$ cat config.mk
export PLATFORM = sky130hd
export DESIGN_NAME = viterbi_decoder_k4
export DESIGN_NICKNAME = d
export VERILOG_FILES = /design/src/rtl/conv_k4_pkg.sv /design/src/rtl/viterbi_acs_k4.sv /design/src/rtl/viterbi_decoder_k4.sv
export SDC_FILE = /design/constraint.sdc
export NUM_CORES = 1
export LEC_CHECK = 0
export ABC_AREA = 1
export BUFFER_PORTS_ARGS = -buffer_cell sky130_fd_sc_hd__buf_4
export CORE_ASPECT_RATIO = 1.1
export CORE_MARGIN = 2
export CORE_UTILIZATION = 35
export CTS_CLUSTER_SIZE = 14
export DETAILED_ROUTE_END_ITERATION = 12
export PLACE_DENSITY = 0.57
export SLEW_MARGIN = 5
export SYNTH_ARGS = -nofsm -noshare
export SYNTH_HDL_FRONTEND = slang
export SYNTH_HIERARCHICAL = 1
export SYNTH_SLANG_ARGS = --single-unit
$ cat constraint.sdc
create_clock -name clk -period 14.4 [get_ports clk]
set_input_delay 0.72 -clock clk [delete_from_list [all_inputs] [get_ports clk]]
set_output_delay 0.72 -clock clk [all_outputs]
set_load 0.01 [all_outputs]
$ cat src/rtl/conv_k4_pkg.sv
// rtl/conv_k4_pkg.sv - shared definitions for the K=4 rate-1/2 convolutional code
package conv_k4_pkg;

    localparam int K          = 4;
    localparam int NUM_STATES = 8;

    // Generator taps over {u, d1, d2, d3}
    localparam logic [3:0] G1 = 4'b1111;
    localparam logic [3:0] G0 = 4'b1101;

    // Encoder state {d1, d2, d3}, d1 is the most recent past input bit
    typedef logic [2:0] state_t;

    // Code symbol {c1, c0} emitted when input u is applied in encoder state 'state'
    function automatic logic [1:0] expected_symbol(input state_t state, input logic u);
        logic [3:0] reg_bits;
        reg_bits = {u, state};
        return {^(reg_bits & G1), ^(reg_bits & G0)};
    endfunction

endpackage

$ cat src/rtl/viterbi_acs_k4.sv
// rtl/viterbi_acs_k4.sv - one add-compare-select unit with saturating adds
module viterbi_acs_k4 #(
    parameter int PM_W = 6
) (
    input  logic [PM_W-1:0] pm_pred0,
    input  logic [PM_W-1:0] pm_pred1,
    input  logic [1:0]      bm0,
    input  logic [1:0]      bm1,
    output logic [PM_W-1:0] pm_out,
    output logic            dec
);

    localparam logic [PM_W-1:0] PM_MAX = {PM_W{1'b1}};

    logic [PM_W:0]   sum0;
    logic [PM_W:0]   sum1;
    logic [PM_W-1:0] cand0;
    logic [PM_W-1:0] cand1;

    // Saturating add per candidate, then pick the smaller; a tie keeps the d3=0 predecessor
    always_comb begin
        sum0   = {1'b0, pm_pred0} + {{(PM_W-1){1'b0}}, bm0};
        sum1   = {1'b0, pm_pred1} + {{(PM_W-1){1'b0}}, bm1};
        cand0  = sum0[PM_W] ? PM_MAX : sum0[PM_W-1:0];
        cand1  = sum1[PM_W] ? PM_MAX : sum1[PM_W-1:0];
        dec    = (cand1 < cand0);
        pm_out = dec ? cand1 : cand0;
    end

endmodule

$ cat src/rtl/viterbi_decoder_k4.sv
// rtl/viterbi_decoder_k4.sv - hard-decision register-exchange Viterbi decoder, K=4 rate 1/2
module viterbi_decoder_k4
    import conv_k4_pkg::*;
#(
    parameter int TB_DEPTH = 16,
    parameter int PM_W     = 6
) (
    input  logic       clk,
    input  logic       rst,
    input  logic [1:0] encoded_bits,
    input  logic       in_valid,
    output logic       out,
    output logic       out_valid
);

    localparam int              CNT_W   = $clog2(TB_DEPTH + 1);
    localparam logic [CNT_W-1:0] DEPTH_C = CNT_W'(TB_DEPTH);
    localparam logic [PM_W-1:0]  PM_INIT = PM_W'(8);

    logic [PM_W-1:0]     pm_q     [NUM_STATES];
    logic [PM_W-1:0]     pm_d     [NUM_STATES];
    logic [TB_DEPTH-1:0] path_q   [NUM_STATES];
    logic [TB_DEPTH-1:0] path_d   [NUM_STATES];
    logic [CNT_W-1:0]    count_q;
    logic [CNT_W-1:0]    count_d;
    logic                out_q;
    logic                out_d;
    logic                out_valid_q;
    logic                out_valid_d;

    logic [1:0]          bm0      [NUM_STATES];
    logic [1:0]          bm1      [NUM_STATES];
    logic [PM_W-1:0]     pm_acs   [NUM_STATES];
    logic                dec      [NUM_STATES];
    logic [TB_DEPTH-1:0] path_new [NUM_STATES];

    logic [PM_W-1:0]     pm_min;
    state_t              best;
    logic [CNT_W-1:0]    count_next;

    function automatic logic [1:0] hamming2(input logic [1:0] a, input logic [1:0] b);
        return {1'b0, a[1] ^ b[1]} + {1'b0, a[0] ^ b[0]};
    endfunction

    // Next state n = {u, a, b} is reached from {a, b, 0} and {a, b, 1}
    for (genvar n = 0; n < NUM_STATES; n++) begin : g_state
        localparam int   P0    = (n % 4) * 2;
        localparam int   P1    = P0 + 1;
        localparam logic U_BIT = (n >= 4);

        assign bm0[n] = hamming2(encoded_bits, expected_symbol(state_t'(P0), U_BIT));
        assign bm1[n] = hamming2(encoded_bits, expected_symbol(state_t'(P1), U_BIT));

        viterbi_acs_k4 #(
            .PM_W (PM_W)
        ) u_acs (
            .pm_pred0 (pm_q[P0]),
            .pm_pred1 (pm_q[P1]),
            .bm0      (bm0[n]),
            .bm1      (bm1[n]),
            .pm_out   (pm_acs[n]),
            .dec      (dec[n])
        );

        assign path_new[n] = dec[n] ? {path_q[P1][TB_DEPTH-2:0], U_BIT}
                                    : {path_q[P0][TB_DEPTH-2:0], U_BIT};
    end

    // Best state and minimum metric in one scan; strict compare keeps the lowest index on ties
    always_comb begin
        pm_min = pm_acs[0];
        best   = '0;
        for (int i = 1; i < NUM_STATES; i++) begin
            if (pm_acs[i] < pm_min) begin
                pm_min = pm_acs[i];
                best   = state_t'(i);
            end
        end
    end

    // Normalize, exchange survivors, count symbols and form the decision when a symbol is accepted
    always_comb begin
        count_next  = (count_q == DEPTH_C) ? count_q : count_q + 1'b1;
        count_d     = count_q;
        out_d       = out_q;
        out_valid_d = 1'b0;
        for (int i = 0; i < NUM_STATES; i++) begin
            pm_d[i]   = pm_q[i];
            path_d[i] = path_q[i];
        end
        if (in_valid) begin
            for (int i = 0; i < NUM_STATES; i++) begin
                pm_d[i]   = pm_acs[i] - pm_min;
                path_d[i] = path_new[i];
            end
            count_d     = count_next;
            out_d       = path_new[best][TB_DEPTH-1];
            out_valid_d = (count_next >= DEPTH_C);
        end
    end

    // State registers; reset biases the metrics toward the all-zero encoder state
    always_ff @(posedge clk) begin
        if (rst) begin
            for (int i = 0; i < NUM_STATES; i++) begin
                pm_q[i]   <= (i == 0) ? '0 : PM_INIT;
                path_q[i] <= '0;
            end
            count_q     <= '0;
            out_q       <= 1'b0;
            out_valid_q <= 1'b0;
        end else begin
            for (int i = 0; i < NUM_STATES; i++) begin
                pm_q[i]   <= pm_d[i];
                path_q[i] <= path_d[i];
            end
            count_q     <= count_d;
            out_q       <= out_d;
            out_valid_q <= out_valid_d;
        end
    end

    assign out       = out_q;
    assign out_valid = out_valid_q;

endmodule
==> metrics.md <==
| Metric | Value |
|---|---|
| Critical path endpoint category | `flip-flop` |
| Core Area | `41280 um^2` |
| Nets | `2441` |
| Antenna violations before repair | `0` |
| Clock slew at reported path FFs | `0.08 ns` |
| PortBufs | `6` |
| #FFs+latches synth | `160` |
| Post-synth EDFFs | `0` |
| Worst Hold Slack | `0.4573 ns` |
| Slew headroom | `0.3130` |
| Largest net degree at the start of global routing | `113` |
| Setup ws final | `1.252 ns` |
| Synth warn | `6` |
| Post-Route WL | `44390 um` |
| MaxCap Viol Count | `0` |
| Overall Global Routing Usage | `0.2095` |
| CP max FO | `15` |
| Starting DRT DRC Count | `901` |
| Outcome | `finished, final reports clean` |
| Final Hold Fails | `0` |
| Synth area leader | `dfxtp_1` |
| Worst min-delay path category | `flip-flop to flip-flop` |
| Routed len/inst | `15.47 um` |
| Commonest register cell after synthesis | `dfxtp_1` |
| Final Critical Period | `13.15 ns` |
| First-pass GRT wire length | `72350 um` |
| Clk sinks | `160` |
| DRC viols | `0` |
| Diodes inserted | `0` |
| Vias in the first global route | `13.96k` |
| Setup Fix Bufs, Post-CTS | `0` |
| Top-count cell post-synth | `nand2_1` |
| Sum Neg Setup Slack | `0 ns` |
| Die Wd | `199.2 um` |
| Synth unique cells | `43` |
| Sequential area share after synthesis | `0.2184` |
| Routed via count | `14.65k` |
| Buf/Inv on CP | `10` |
| Worst hold start | `path_q[0][112]` |
| FF-to-FF Start | `pm_q[0][6]` |
| DR vias/cell | `5.106` |
| # fillers | `4493` |
| Crit path from | `encoded_bits[0]` |
| Die height | `218.7 um` |
| Delay-heaviest family, CP | `simple AND/OR/NAND/NOR gates` |
| Pre-antenna DRT Iters | `5` |
| Syn nets | `2483` |
| Row count | `78` |
| Grt ovf | `0` |
| RSZ-0062 raised after global routing | `false` |
| Number of H-tree levels | `4` |
| Clock tree buffer depth | `2` |
| Yosys top cell area share | `0.2184` |
| Critical path class | `primary input to flip-flop` |
| Pre-CTS worst setup slack | `0.7599 ns` |
| Ys async rst share | `0` |
| Die area | `43570 um^2` |
| CTS Buf Count | `17` |
| Synth Instances | `2339` |
| Commonest cells in the netlist | `nand2_1 (601), inv_1 (294), a21oi_1 (269)` |
| Slew @ Worst Pin | `1.031 ns` |
| Syn Area/Cell | `6.272 um^2` |
| Period utilisation layout | `0.9131` |
| Final Setup Violations | `0` |
| GP Congestion | `0.9112` |
| Pins Over Slew Limit | `0` |
| Synth-to-layout area growth | `7.173%` |
| Skew-Pair Late Insertion Delay | `0.44 ns` |
| Setup Skew | `0.01870 ns` |
| Synthesized cell area | `14670 um^2` |
| Cell chosen for the clock root | `clkbuf_16` |
| Area contributors post-synth | `dfxtp_1 (22%), nand2_1 (15%), ha_1 (10%), a21oi_1 (9.2%), inv_1 (7.5%)` |
| CP Launch Type | `primary input` |
| CP required | `14.74 ns` |
| Initial Utilization | `0.3553` |
| Max incr delay on CP | `0.38 ns` |
| Fmax | `76.06 MHz` |
| Post-DP HPWL | `33210 um` |
| Most used cell, CP | `nand2_1` |
| Multi-input gate area | `9829 um^2` |
| Reg area | `3203 um^2` |
| WP data arrival | `13.49 ns` |
| Slowest stage cell, crit path | `fa_1` |
| I/O pins | `7` |
| CTS tree | `built` |
| Layout cells sized above 1 | `0.09913` |
| Detail Route Antenna Nets | `0` |
[cells in the final DEF (no fill, tap or decap), drive strengths merged]
cell type  instances
clkinvlp           1
nand3b             7
o21ai            185
inv              354
or2                8
a31o               1
a31oi             10
nor3              17
dfxtp            160
o21bai             5
o31ai              1
a21oi            276
a211oi             8
nand3            215
o21a               2
ha               123
xnor2              1
a221oi             4
nand2            665
buf               13
bufinv             1
o22ai              9
xor2              11
nand4              1
clkinv             6
fa                16
nor2             177
clkbuf            18
and2               1
o211ai            14
[worst paths after layout]
path	endpoint	slack, ns	cells past startpoint
setup reg to reg	pm_q[0][4]	2.14	72
setup / recovery	pm_q[0][4]	1.25	76
hold / removal	path_q[0][112]	0.46	2
hold reg to reg	path_q[0][112]	0.46	2
[metal layers]
metal  up-vias  track usage  share of wire
li1       7509            -              -
met1      6795       0.2680           0.45
met2       277       0.3587           0.48
met3        73      0.02747          0.036
met4         0      0.07512          0.030
met5         -            0              0
[through the flow]
stage / instance area [um^2] / utilization / cells
6_report: 15720 / 0.3808 / 2870
3_5_place_dp: 15140 / 0.3668 / 2838
5_1_grt: 15720 / 0.3808 / 2870
3_3_place_gp: 15140 / 0.3668 / 2838
4_1_cts: 15720 / 0.3807 / 2870
2_1_floorplan: 14670 / - / 2339
[area by class of cell]
type                       instances  area share
clock buffer                      18     0.02730
multi-input combinational       1757      0.6252
clock inverter                    14    0.009391
sequential                       160      0.2037
timing repair buffer              13    0.006208
tap                              560     0.04457
inverter                         348     0.08357
[state kept, by name, indices dropped and copies added, names as in the netlist, named ones only]
signal / cells
out: 1
path_q: 105
pm_q: 48
out_valid: 1
count_q: 4
[cells by family after synthesis]
group,after synthesis,share of synthesized area
AOI/OAI and AO/OA,515,0.1962
adders and majority gates,139,0.1267
xor gates and xnor gates,12,0.007165
buffers and inverters,422,0.1116
and+or+nand+nor,1091,0.3400
DFF,160,0.2184
[worst min-delay path, cell delays in order, from the launching register on]
cell     delay [ns]
dfxtp_1        0.31
nand2_1        0.06
nand2_1        0.05
[timing repair]
action / 4_1_cts / 5_1_grt
setup endpoints to repair: 0 / 1
resized for setup: 0 / 2
hold buffers: 0 / 0
Power is left out: the tool's default activity adds up to more than one toggle a clock period on the data nets, which glitch-free logic cannot reach.
